$ cat src/rtl/next_pc_unit.sv
// Next-PC selection for an 8-bit fetch path: sequential, jump, branch, call/return
// through a small return-address stack, plus sticky halt/fault freeze until reset.
module next_pc_unit #(
  parameter int unsigned     PC_W         = 8,
  parameter int unsigned     RAS_DEPTH    = 4,
  parameter logic [PC_W-1:0] RESET_VECTOR = '0
) (
  input  logic                         clk,
  input  logic                         reset,
  input  logic [PC_W-1:0]              pc,
  input  logic                         stall,
  input  logic                         ctrl_valid,
  input  logic [2:0]                   ctrl_op,
  input  logic                         cond,
  input  logic [PC_W-1:0]              target,
  output logic [PC_W-1:0]              next_pc,
  output logic                         redirect,
  output logic                         halted,
  output logic                         fault,
  output logic [$clog2(RAS_DEPTH):0]   ras_count
);

  localparam int unsigned PTR_W = $clog2(RAS_DEPTH);
  localparam int unsigned CNT_W = PTR_W + 1;

  localparam logic [2:0] OP_JMP  = 3'b001;
  localparam logic [2:0] OP_BR   = 3'b010;
  localparam logic [2:0] OP_CALL = 3'b011;
  localparam logic [2:0] OP_RET  = 3'b100;
  localparam logic [2:0] OP_HALT = 3'b101;

  typedef enum logic [1:0] {
    ST_RUN   = 2'd0,
    ST_HALT  = 2'd1,
    ST_FAULT = 2'd2
  } state_t;

  state_t                r_state;
  logic [CNT_W-1:0]      r_count;
  logic                  r_halted;
  logic                  r_fault;
  logic [PC_W-1:0]       r_ras [RAS_DEPTH];

  logic [PC_W-1:0]       w_seq;
  logic [PC_W-1:0]       w_next_pc;
  logic                  w_redirect;
  logic                  w_push;
  logic                  w_pop;
  state_t                w_next_state;
  logic                  w_full;
  logic                  w_empty;
  logic [PTR_W-1:0]      w_wr_idx;
  logic [PTR_W-1:0]      w_top_idx;

  assign w_seq     = pc + PC_W'(1);
  assign w_full    = (r_count == CNT_W'(RAS_DEPTH));
  assign w_empty   = (r_count == '0);
  assign w_wr_idx  = r_count[PTR_W-1:0];
  assign w_top_idx = PTR_W'(r_count - CNT_W'(1));

  // Next-PC select; stack overflow/underflow freezes the PC and faults
  always_comb begin
    w_next_pc    = w_seq;
    w_redirect   = 1'b0;
    w_push       = 1'b0;
    w_pop        = 1'b0;
    w_next_state = r_state;
    if (reset) begin
      w_next_pc = RESET_VECTOR;
    end else if (r_state != ST_RUN || stall) begin
      w_next_pc = pc;
    end else if (ctrl_valid) begin
      case (ctrl_op)
        OP_JMP: begin
          w_next_pc  = target;
          w_redirect = 1'b1;
        end
        OP_BR: begin
          if (cond) begin
            w_next_pc  = target;
            w_redirect = 1'b1;
          end
        end
        OP_CALL: begin
          if (w_full) begin
            w_next_pc    = pc;
            w_next_state = ST_FAULT;
          end else begin
            w_next_pc  = target;
            w_redirect = 1'b1;
            w_push     = 1'b1;
          end
        end
        OP_RET: begin
          if (w_empty) begin
            w_next_pc    = pc;
            w_next_state = ST_FAULT;
          end else begin
            w_next_pc  = r_ras[w_top_idx];
            w_redirect = 1'b1;
            w_pop      = 1'b1;
          end
        end
        OP_HALT: begin
          w_next_pc    = pc;
          w_next_state = ST_HALT;
        end
        default: w_next_pc = w_seq;
      endcase
    end
  end

  // Control state, stack depth and status flags
  always_ff @(posedge clk) begin
    if (reset) begin
      r_state  <= ST_RUN;
      r_count  <= '0;
      r_halted <= 1'b0;
      r_fault  <= 1'b0;
    end else begin
      r_state  <= w_next_state;
      r_halted <= (w_next_state != ST_RUN);
      r_fault  <= r_fault | (w_next_state == ST_FAULT);
      if (w_push) begin
        r_count <= r_count + CNT_W'(1);
      end else if (w_pop) begin
        r_count <= r_count - CNT_W'(1);
      end
    end
  end

  // Stack storage needs no reset; w_push is already low while reset is high
  always_ff @(posedge clk) begin
    if (w_push) begin
      r_ras[w_wr_idx] <= w_seq;
    end
  end

  assign next_pc   = w_next_pc;
  assign redirect  = w_redirect;
  assign halted    = r_halted;
  assign fault     = r_fault;
  assign ras_count = r_count;

endmodule
$ cat config.mk
export PLATFORM = sky130hd
export DESIGN_NAME = next_pc_unit
export DESIGN_NICKNAME = d
export VERILOG_FILES = /design/src/rtl/next_pc_unit.sv
export SDC_FILE = /design/constraint.sdc
export NUM_CORES = 1
export LEC_CHECK = 0
export ABC_AREA = 0
export ABC_CLOCK_PERIOD_IN_PS = 4300
export BUFFER_PORTS_ARGS = -buffer_cell sky130_fd_sc_hd__buf_4
export CAP_MARGIN = 20
export CELL_PAD_IN_SITES_DETAIL_PLACEMENT = 2
export CELL_PAD_IN_SITES_GLOBAL_PLACEMENT = 2
export CORE_MARGIN = 2
export CORE_UTILIZATION = 35
export DETAILED_ROUTE_END_ITERATION = 8
export HOLD_SLACK_MARGIN = 0.03
export PLACE_DENSITY_LB_ADDON = 0.1
export REMOVE_ABC_BUFFERS = 1
export SLEW_MARGIN = 5
export SYNTH_ARGS = -nofsm -noshare
export SYNTH_HDL_FRONTEND = slang
export SYNTH_SLANG_ARGS = --single-unit
$ cat constraint.sdc
create_clock -name clk -period 4.3 [get_ports clk]
set_clock_uncertainty 0.2 [all_clocks]
set_input_delay 0.43 -clock clk [delete_from_list [all_inputs] [get_ports clk]]
set_output_delay 0.43 -clock clk [all_outputs]
set_load 0.01 [all_outputs]
* Word level (Yosys, flattened, before mapping) *
Memories as Yosys holds them, arrays and structs flattened.
Index checks and enable logic that the tools add are counted.

operators by class
  add/subtract/negate cells = 3
  equality and inequality tests = 7
  muxes and demuxes = 32
  bitwise operators = 1
  reductions and logical operators = 5

operators with widths
  cell                                               count
  2-to-1 mux 8 bit                                   6
  one-hot mux 8 bit (5 select lines)                 1
  2-to-1 mux 1 bit                                   16
  2-to-1 mux 2 bit                                   5
  == test 3 bit (second input constant)              3
  adder 8 x 1 -> 8 bit (second input constant)       1
  == test 3 x 2 -> 1 bit (second input constant)     2
  2-to-1 mux 3 bit                                   2
  one-hot mux 2 bit (3 select lines)                 1
  nonzero test 2 bit                                 3
  one-hot mux 1 bit (4 select lines)                 1
  adder 3 x 1 -> 3 bit (second input constant)       1
  == test 3 x 1 -> 1 bit (second input constant)     1
  logical NOT 3 bit                                  1
  subtractor 3 x 1 -> 3 bit (second input constant)  1
  == test 2 bit (second input constant)              1
  logical OR 1 bit                                   1
  OR 1 bit                                           1

word-level totals
  register bits after elaboration = 7
  memory bits (writable) = 32
  output and inout bits = 14
  logic and storage cells = 53
  memories = 1

memories
  memory  depth  width  read ports  clocked after memory_dff  wr ports  line  text
  r_ras   4      8      1           0                         1         42    logic [PC_W-1:0] r_ras [RAS_DEPTH];

* Logic depth before layout (Yosys ltp) *
  word-level depth = 8
  depth in mapped cells = 9

* Least setup slack after synthesis *
No wires, ideal clock.

  path type = register -> output
  start point = reg r_count[0], in the netlist ras_count[0]
  end point = out next_pc[0]
  data arrival time = 2,313 ps
  data required time = 3,670 ps
  setup slack = 1,357 ps
  stages on the path, launching flop included = 9
  cells stage by stage = dfxtp_1 > buf_2 > inv_1 > ha_1 > nor2b_2 > nor3_2 > nor3b_2 > a221oi_1 > a221oi_1

between the ends
  longest elaborated chain between the ends = 7
  elaborated cells on any way between the ends = 10
  classes of those cells = add/sub (1); eq/ne (1); mux (6); reduce/logical (1); memory (1)

ends and longest elaborated chain
  element                               line  text
  from (decl)                           39    logic [CNT_W-1:0] r_count;
  from (signal assigned)                125   r_count <= r_count + CNT_W'(1);
  from (signal assigned)                127   r_count <= r_count - CNT_W'(1);
  subtractor 3 x 1 -> 3 bit             -
  memory (4 x 8 bit)                    -
  2-to-1 mux 8 bit                      95    if (w_empty) begin
  one-hot mux 8 bit (5 select lines) *  73    case (ctrl_op)
  2-to-1 mux 8 bit *                    72    end else if (ctrl_valid) begin
  2-to-1 mux 8 bit *                    70    end else if (r_state != ST_RUN || stall) begin
  2-to-1 mux 8 bit *                    68    if (reset) begin
  to (decl)                             16    output logic [PC_W-1:0] next_pc,

Mark *: on every way between the ends. The rest lies on a longest branch, timed or not.

* Final worst setup path *
Ends and elaborated chain as after synthesis.

==> metrics.txt <==
status=finished, final reports clean; first-pass GRT wire length=10200 microns; crit path launch=ras_count[0]$_SDFFE_PP0P_; main combinational cell family by area after synthesis=simple AND/OR/NAND/NOR gates; TritonRoute pass-1 iters=4; worst-case reg-to-reg path depth=6; Global Route Usage Sum=a little under a fifth; Synth Area in XOR/XNOR=3.19%; pre-CTS setup slack=1100 ps; Final Cycle Share=between 80% and 90%; vias in the first global route=between 1500 and 2000; post-synthesis mux area share=9.56%; largest net degree at the start of global routing=15; syn_area_per_cell=12.0 sq um; worst flop-to-flop path endpoint=r_ras[3][0]$_DFFE_PP_; Synth Register Bits=39; Clock Tree Root=clkbuf_8; top sig layer=met4; Final Max Slew Viols=0; IO Pins=38; max_cap viols=0; Inserted Diodes=0; Final Util=43.9%; ANT nets after route=0; Lkg Pwr=0.000961 uW; initial antenna violation count=0; Buffers on Ports=37; die span in y=83.3 microns; Overflow after GRT=0; CTS max path bufs=2; CTS tree=done; Slew HR=40.8%; Detail Placement HPWL=between 4000 and 5000 microns; Cell variety after synth=47; r2r startpoint=ras_count[0]$_SDFFE_PP0P_; adder-cell share of the synthesized area=3.98%; RSZ-0062 raised after global routing=false; initial core utilization=36.7%; met3 wire len=232 microns; Setup crit start kind=register; Worst EP arrival=2880 ps; worst path required time=3670 ps; nets=251; register area share after synthesis=50.1%; Design Area, Final=~2600 sq um; Routed met1 length=approximately 2700 microns; critical path class=register to output pin; Rows=28; DRT iter0 DRCs=69; clock net sink count=39; P&R area growth vs syn=19.5%; Syn Inst Count=around 180; Post-synth EDFFs=32; detailed route wirelength on metal2=3080 microns; proportion of layout cells with a drive suffix above 1=28.1%; Setup crit end=next_pc[0]; CTS resizes=0; core area=roughly 6000 sq um; fin worst setup slack=791 ps; Max Fclk=0.285 GHz; Post-Syn Area=2200 sq um; setup TNS=0 ps; clock period minus final worst setup slack=3510 ps; clk slew on worst S/H paths=~80 ps; Setup Buffers After CTS=0; Min-Delay Path Class=primary input to register; filler cell count=598; Post-synth ARST share=0%; flop-to-flop setup slack=1810 ps; most common flop cell mapped by yosys=edfxtp_1; RePlAce Congestion=a little under 0.9; Yosys Warn Count=0; dpl cell area=around 2500 sq um; die width=83.3 microns; actual slew at the worst max-slew pin=881 ps; Worst VDD drop=0.000184 V; final wirelength=6200 microns; Hold Buf Count CTS=0; DR WL/cell=20.9 microns; worst-path maximum fanout=12; Synth Area in Compound Gates=around 15%; vias per cell=roughly 5.8; TritonCTS buffer count=5; CTS H-tree depth=2; crit end category=output pin; vias=1703; cell area power density=297 nW/um^2; final hold violations=0; area share of and/or/nand/nor cells after synthesis=between 10% and 20%; Clk Latency, worst-skew pair=300 ps; die area=slightly below 7000 sq um; DRC=0; Setup violations, final=0; worst hold stages=2
==> cells in the mapped netlist, types with 2 or more instances <==
cell type | count | area share (%)
a22oi_1 | 6 | 2.0
and3_1 | 9 | 2.6
mux2i_1 | 3 | 1.4
clkbuf_1 | 4 | 0.68
nand2b_1 | 2 | 0.57
xor2_1 | 2 | 0.80
mux4_2 | 8 | 8.2
nand2_1 | 8 | 1.4
dfxtp_1 | 7 | 6.4
edfxtp_1 | 32 | 44
buf_2 | 4 | 0.91
o21ai_0 | 13 | 3.0
or3_1 | 3 | 0.85
inv_1 | 7 | 1.2
nor2b_1 | 4 | 1.1
nor2_1 | 6 | 1.0
nand4_1 | 2 | 0.57
nand3_1 | 5 | 1.1
a31oi_1 | 4 | 1.1
nor3_2 | 2 | 0.91
nor3_1 | 2 | 0.46
a21oi_1 | 9 | 2.0
ha_1 | 7 | 4.0
o211ai_1 | 2 | 0.68
a221oi_1 | 6 | 2.4
xnor2_1 | 6 | 2.4
==> cells in the final DEF (no fill, tap or decap), types with 5 or more instances in the layout <==
cell type  synthesis  final
o21ai_0           13     13
xnor2_1            6      6
ha_1               7      7
nand2_1            8      8
nor2_1             6      6
inv_1              7      7
dfxtp_1            7      7
edfxtp_1          32     32
a221oi_1           6      6
nand3_1            5      5
a21oi_1            9      9
buf_4              1     38
clkbuf_8           0      5
mux4_2             8      8
a22oi_1            6      6
and3_1             9      9
==> power breakdown <==
part           internal [uW]  total [uW]  switching (uW)
registers                411         412           0.804
logic                   48.6         115            66.4
clock network            116         255             139
total                    576         781             206
==> worst max-delay path: stages, from the launching register on <==
cell and delay (ps):
dfxtp_1 300, buf_4 190, inv_1 160, ha_1 270, nor2b_2 270, o21ai_0 140
a211oi_2 570, mux2i_1 160, a221oi_1 330, buf_4 190
==> kinds of logic after synthesis <==
| logic type | after synthesis |
|---|---|
| AOI/OAI and AO/OA | 49 |
| xor gates and xnor gates | 8 |
| adders and majority gates | 7 |
| buffers and inverters | 16 |
| DFF | 39 |
| muxes | 11 |
| and+or+nand+nor | 54 |
==> through the flow <==
stage | power, uW | cells | hold slack [ps]
detailed placement | 535 | 288 | 279
global placement | 531 | 288 | 277
CTS | 790 | 296 | 217
floorplan | 476 | 175 | 298
finish | 781 | 296 | 233
global route | 815 | 296 | 230
==> per-layer routing <==
metal / vias up / GRT usage (%)
met2: 38 / 30.4
met5: - / 0
met1: 863 / 24.7
met3: 13 / 4.37
met4: 0 / 7.30
li1: 789 / -
==> area by class of cell <==
type,count,area (sq um),area share [%]
Multi-Input combinational cell,129,1030,39.2
Clock inverter,3,23.8,0.904
Clock buffer,5,68.8,2.62
Tap cell,75,93.8,3.57
Inverter,7,26.3,1.00
Sequential cell,39,1100,41.9
Timing Repair Buffer,38,285,10.9
==> worst min path at each step <==
stage / slack [ps] / end / from
after detailed placement: 280 / fault$_SDFF_PP0_ / fault$_SDFF_PP0_
final: 230 / ras_count[2]$_SDFFE_PP0P_ / reset
after CTS: 220 / ras_count[2]$_SDFFE_PP0P_ / reset
after global routing: 230 / ras_count[1]$_SDFFE_PP0P_ / reset
after global placement: 280 / fault$_SDFF_PP0_ / fault$_SDFF_PP0_
after floorplan: 300 / r_state[0]$_SDFF_PP0_ / r_state[0]$_SDFF_PP0_
==> sequential cells by signal (all words and copies together) (netlist names) <==
name / count
r_state: 2
ras_count: 3
halted: 1
fault: 1
r_ras: 32
Power figures use the tool's default switching activity.
